===== src/rtl/enigma_key_sequencer.sv =====
// Keypress sequencer for the Enigma datapath: buffers key codes, steps the rotors,
// waits for the knock cascade to settle, runs one substitution and presents the result.
module enigma_key_sequencer #(
   parameter int FIFO_DEPTH = 4,
   parameter int ROT_HIGH   = 2,
   parameter int SETTLE     = 4,
   parameter int TIMEOUT    = 64
) (
   input  logic       clock,
   input  logic       reset_n,
   input  logic       key_valid,
   input  logic [4:0] key_code,
   output logic       key_ready,
   input  logic       settings_load,
   output logic       rotor_load,
   output logic       rotate,
   output logic       enc_start,
   output logic [4:0] enc_letter,
   input  logic       enc_done,
   input  logic [4:0] enc_result,
   output logic       out_valid,
   output logic [4:0] out_code,
   input  logic       out_ready,
   output logic       busy,
   output logic       err_badkey,
   output logic       err_timeout,
   output logic [2:0] dbg_state
);

   localparam int AW = $clog2(FIFO_DEPTH);
   localparam int CW = $clog2(FIFO_DEPTH + 1);
   localparam int TW = $clog2(TIMEOUT + 1);
   localparam int PMAX = (ROT_HIGH > SETTLE) ? ROT_HIGH : SETTLE;
   localparam int PW = $clog2(PMAX + 1);

   typedef enum logic [2:0] {
      S_IDLE   = 3'd0,
      S_LOAD   = 3'd1,
      S_STEP   = 3'd2,
      S_SETTLE = 3'd3,
      S_ENCODE = 3'd4,
      S_WAIT   = 3'd5,
      S_OUTPUT = 3'd6
   } state_t;

   state_t        r_state;
   logic [PW-1:0] r_phase;
   logic [TW-1:0] r_tmo;
   logic          r_load_pending;

   logic [4:0]    r_mem [FIFO_DEPTH];
   logic [AW-1:0] r_wr_ptr;
   logic [AW-1:0] r_rd_ptr;
   logic [CW-1:0] r_count;

   logic          w_accept;
   logic          w_bad;
   logic          w_push;
   logic          w_pop;

   // Both handshakes are valid/ready: a transfer happens on the rising edge where
   // valid and ready are both high; valid never waits on ready, and an offered
   // out_code stays stable until it is taken.
   assign key_ready = (r_count < CW'(FIFO_DEPTH));
   assign w_accept  = key_valid & key_ready;
   assign w_bad     = (key_code > 5'd25);
   assign w_push    = w_accept & ~w_bad;
   assign w_pop     = (r_state == S_ENCODE);

   assign busy      = (r_state != S_IDLE) || (r_count != '0) || r_load_pending;
   assign dbg_state = r_state;

   always_ff @(posedge clock or negedge reset_n) begin
      if (!reset_n) begin
         r_wr_ptr <= '0;
         r_rd_ptr <= '0;
         r_count  <= '0;
      end else begin
         if (w_push) r_wr_ptr <= r_wr_ptr + AW'(1);
         if (w_pop)  r_rd_ptr <= r_rd_ptr + AW'(1);
         if (w_push && !w_pop)      r_count <= r_count + CW'(1);
         else if (!w_push && w_pop) r_count <= r_count - CW'(1);
      end
   end

   always_ff @(posedge clock) begin
      if (w_push) r_mem[r_wr_ptr] <= key_code;
   end

   always_ff @(posedge clock or negedge reset_n) begin
      if (!reset_n) begin
         r_state        <= S_IDLE;
         r_phase        <= '0;
         r_tmo          <= '0;
         r_load_pending <= 1'b0;
         rotor_load     <= 1'b0;
         rotate         <= 1'b0;
         enc_start      <= 1'b0;
         enc_letter     <= '0;
         out_valid      <= 1'b0;
         out_code       <= '0;
         err_badkey     <= 1'b0;
         err_timeout    <= 1'b0;
      end else begin
         rotor_load <= 1'b0;
         enc_start  <= 1'b0;
         if (settings_load)     r_load_pending <= 1'b1;
         if (w_accept && w_bad) err_badkey     <= 1'b1;

         case (r_state)
            S_IDLE: begin
               // A pending rotor reload goes first so a waiting key steps from the new start.
               if (r_load_pending) begin
                  r_state    <= S_LOAD;
                  rotor_load <= 1'b1;
               end else if (r_count != '0) begin
                  r_state <= S_STEP;
                  rotate  <= 1'b1;
                  r_phase <= '0;
               end
            end
            S_LOAD: begin
               r_load_pending <= settings_load;
               err_timeout    <= 1'b0;
               err_badkey     <= w_accept & w_bad;
               r_state        <= S_IDLE;
            end
            S_STEP: begin
               if (r_phase == PW'(ROT_HIGH - 1)) begin
                  rotate  <= 1'b0;
                  r_phase <= '0;
                  r_state <= S_SETTLE;
               end else begin
                  r_phase <= r_phase + PW'(1);
               end
            end
            S_SETTLE: begin
               if (r_phase == PW'(SETTLE - 1)) begin
                  enc_start  <= 1'b1;
                  enc_letter <= r_mem[r_rd_ptr];
                  r_state    <= S_ENCODE;
               end else begin
                  r_phase <= r_phase + PW'(1);
               end
            end
            S_ENCODE: begin
               // The enc_start cycle already counts as one elapsed timeout cycle.
               r_tmo   <= TW'(1);
               r_state <= S_WAIT;
            end
            S_WAIT: begin
               if (enc_done) begin
                  out_code  <= enc_result;
                  out_valid <= 1'b1;
                  r_state   <= S_OUTPUT;
               end else if (r_tmo >= TW'(TIMEOUT - 1)) begin
                  err_timeout <= 1'b1;
                  r_state     <= S_IDLE;
               end else if (r_tmo != '1) begin
                  r_tmo <= r_tmo + TW'(1);
               end
            end
            S_OUTPUT: begin
               if (out_ready) begin
                  out_valid <= 1'b0;
                  r_state   <= S_IDLE;
               end
            end
            default: r_state <= S_IDLE;
         endcase
      end
   end

endmodule


===== config.mk =====
export PLATFORM = sky130hd
export DESIGN_NAME = enigma_key_sequencer
export DESIGN_NICKNAME = d
export VERILOG_FILES = /design/src/rtl/enigma_key_sequencer.sv
export SDC_FILE = /design/constraint.sdc
export NUM_CORES = 1
export LEC_CHECK = 0
export BUFFER_PORTS_ARGS = -buffer_cell sky130_fd_sc_hd__buf_4
export CORE_ASPECT_RATIO = 1.5
export CORE_MARGIN = 4
export CORE_UTILIZATION = 25
export CTS_BUF_LIST = sky130_fd_sc_hd__clkbuf_4 sky130_fd_sc_hd__clkbuf_8
export DETAILED_ROUTE_END_ITERATION = 10
export MAX_ROUTING_LAYER = met4
export SYNTH_ARGS = -nofsm -noshare
export SYNTH_HDL_FRONTEND = slang
export SYNTH_SLANG_ARGS = --single-unit

===== constraint.sdc =====
create_clock -name clock -period 3.35 [get_ports clock]
set_input_delay 1.005 -clock clock [delete_from_list [all_inputs] [get_ports clock]]
set_output_delay 1.005 -clock clock [all_outputs]
set_load 0.03 [all_outputs]

==> results.py <==
metrics = {
    "outcome": {
        "outcome": "complete, no violations",
    },
    "sta": {
        "fin_crit_sh_pct": 75.24,
        "finalSetupViolations": 0,
        "slew_headroom_pct": 67.35,
        "skew_ps": 6.038,
        "rsz0062_at_grt": "false",
        "fin_crit_ps": 2520,
        "max_freq_mhz": 396.8,
        "worstMarginPinSlew_ps": 489.3,
        "report.final.slew_viol_count": 0,
        "timing.setup.tns_ps": 0,
        "hold_violations": 0,
        "hold_ws_ps": 491.3,
    },
    "critical_path": {
        "crit_type": "reg2out",
        "critPathRequiredTime_ps": 2340,
        "slowest_stage": "dfrtp_1",
        "crit_start": "dbg_state[2]",
        "ff2ff_setup_slack_ps": 1120,
        "cp-start-kind": "flop",
        "crit_path_end_kind": "output port",
        "cpMostUsedCell": "buf_4",
        "path_cells": "buf_4, nor3_1, nand2_1, buf_4",
        "slowest_delay_ps": 370,
        "path_buf_inv": 2,
        "cp.arrival_ps": 1520,
        "cp_max_fo": 17,
        "reg2reg_from": "dbg_state[0]",
        "crit_family": "simple AND/OR/NAND/NOR gates",
    },
    "hold_path": {
        "hold_path.class": "reg2reg",
        "hold_start": "r_tmo[5]",
    },
    "grt": {
        "grt_pass1_vias": 1864,
        "grt.total_usage_pct": 9.849,
        "antenna_found_initial": 0,
        "overflow": 0,
        "grt_start_max_net_pins": 38,
        "grt_first_pass_wirelength_microns": 9032,
    },
    "place": {
        "port_buffers": 36,
        "place_inst": 374,
        "gp_congestion": 0.7663,
        "hpwl_microns": 3896,
    },
    "logic_synthesis": {
        "synth_edf_count": 20,
        "synth_top_area_cell": "dfrtp_1",
        "syn_area_sq_um": 2626,
        "avgSynthCellArea_sq_um": 13.00,
        "ys_top_cells_by_area": "dfrtp_1, edfxtp_1, mux2_2, ha_1, mux4_2",
        "yosysTopAreaCellShare_pct": 35.25,
        "ys_types": 50,
        "synthAdderAreaFrac_pct": 5.050,
        "ys_warn_count": 0,
        "synth_flop_cell": "dfrtp_1",
        "syn_nets": 228,
        "async_flop_share_pct": 64.91,
        "synth_compound_area_share_pct": 8.718,
        "synth_seq_cells": 57,
        "synthMuxAreaShare_pct": 11.15,
        "synthSimpleGateAreaFrac_pct": 11.86,
        "synth_xor_xnor_area_share_pct": 2.001,
        "ys_seq_area_share_pct": 58.12,
        "synth_top_family_by_area": "simple AND/OR/NAND/NOR gates",
        "synth_cells": 202,
    },
    "floorplan": {
        "core-area_sq_um": 10190,
        "rows": 45,
        "die_area_sq_um": 12240,
        "initial_core_util_pct": 25.77,
        "die_h_microns": 133.5,
        "ioPinCount": 37,
        "die_width_microns": 91.69,
    },
    "cts": {
        "cts_sinks": 57,
        "cts_tree": "yes",
        "cts.htree.levels": 3,
        "clkTransAtPathRegs_ps": 70,
        "cts_resized": 0,
        "insertion_delay_ps": 330,
        "cts_made_buffers": 9,
        "postCtsSetupRepairBufs": 0,
        "clockBufferDepth": 2,
        "postCtsHoldBufs": 0,
        "cts-root-buf": "clkbuf_8",
    },
    "layout": {
        "stdcell_count": 390,
        "n_antenna_cell": 0,
        "layout-drive-gt1-share_pct": 30.52,
        "area_growth_pct": 23.44,
        "nets": 270,
    },
    "pwr": {
        "p_per_area_nw_per_um2": 803.0,
        "power_leakage_nw": 1.357,
        "ir_drop_uv": 194.9,
    },
    "drt": {
        "drc": 0,
        "routed_wl_microns": 5203,
        "firstDrtPassIters": 4,
        "antenna_left": 0,
        "vias_per_cell": 4.379,
        "vias": 1708,
        "drt_iter0_drc": 91,
        "wire_per_inst_microns": 13.34,
    },
    "job": {
        "cap_violations": 0,
    },
}
==> logic make-up (layout without fill, tap and decap cells) <==
family / Yosys count / after routing
XOR/XNOR: 6 / 6
buffers and inverters: 18 / 65
adder cells (fa/ha/maj): 10 / 10
flip-flops: 57 / 57
AO/OA/AOI/OAI: 33 / 33
multiplexers: 21 / 21
AND/OR/NAND/NOR: 57 / 57
==> registers in the layout, indices dropped and copies added (netlist names) <==
name and flops:
r_mem 20, r_rd_ptr 2, r_load_pending 1, r_wr_ptr 2, err_timeout 1, out_code 5
err_badkey 1, rotor_load 1, out_valid 1, enc_start 1, r_tmo 7, r_count 3
dbg_state 3, rotate 1, enc_letter 5, r_phase 3
==> layout by cell type (no fill, tap or decap), types with 4 or more instances in the layout <==
master	netlist	routed
o21ai_0	8	8
xnor2_1	5	5
ha_1	9	9
nand2_1	13	13
mux2_2	13	13
nor2_1	10	10
buf_4	0	39
a21oi_1	5	5
edfxtp_1	20	20
and2_1	5	5
nand2b_1	4	4
dfrtp_1	37	37
nor2b_1	5	5
inv_1	9	9
clkbuf_8	0	9
mux4_2	5	5
==> synthesized netlist by cell type (8+ instances only) <==
| library cell | number |
|---|---|
| edfxtp_1 | 20 |
| o21ai_0 | 8 |
| nand2_1 | 13 |
| dfrtp_1 | 37 |
| nor2_1 | 10 |
| mux2_2 | 13 |
| inv_1 | 9 |
| ha_1 | 9 |
==> metrics by stage <==
| stage | power [mW] | setup WS [ps] | area (sq um) | utilization (%) |
|---|---|---|---|---|
| floorplan | 1.732 | 751.4 | 2626 | - |
| global placement | 1.999 | 533.6 | 3052 | 29.94 |
| detailed placement | 2.023 | 466.1 | 3052 | 29.94 |
| CTS | 2.652 | 772.0 | 3242 | 31.81 |
| global route | 2.789 | 678.8 | 3242 | 31.81 |
| finish | 2.603 | 829.5 | 3242 | 31.81 |
==> final timing paths <==
kind,endpoint,cells past startpoint
max,busy,4
min,r_tmo[5],1
max reg2reg,r_count[1],7
min reg2reg,r_tmo[5],1
max in group asynchronous,out_code[3],1
min in group asynchronous,dbg_state[2],1
==> per-layer routing <==
layer,vias to the layer above,routed length [microns],GRT usage (%)
met2,32,2853,17.32
met4,0,140,5.872
met1,848,1962,9.633
li1,817,-,-
met5,-,0,-
met3,11,245,2.486
==> report_power, final <==
group / switching, mW / internal (mW)
Combinational: 0.503 / 0.419
Sequential: 0.165 / 0.902
Clock: 0.269 / 0.346
Total: 0.937 / 1.67
==> layout make-up <==
cell class | instances | area (sq um)
well taps | 141 | 176.4
clock buffers | 10 | 131.4
clock inverters | 6 | 58.81
fillers | 1025 | 6949
flip-flops and latches | 57 | 1526
repair buffers | 39 | 292.8
inverters | 10 | 37.54
multi-input cells | 127 | 1018
No activity file was read; power rests on OpenSTA's default activity.
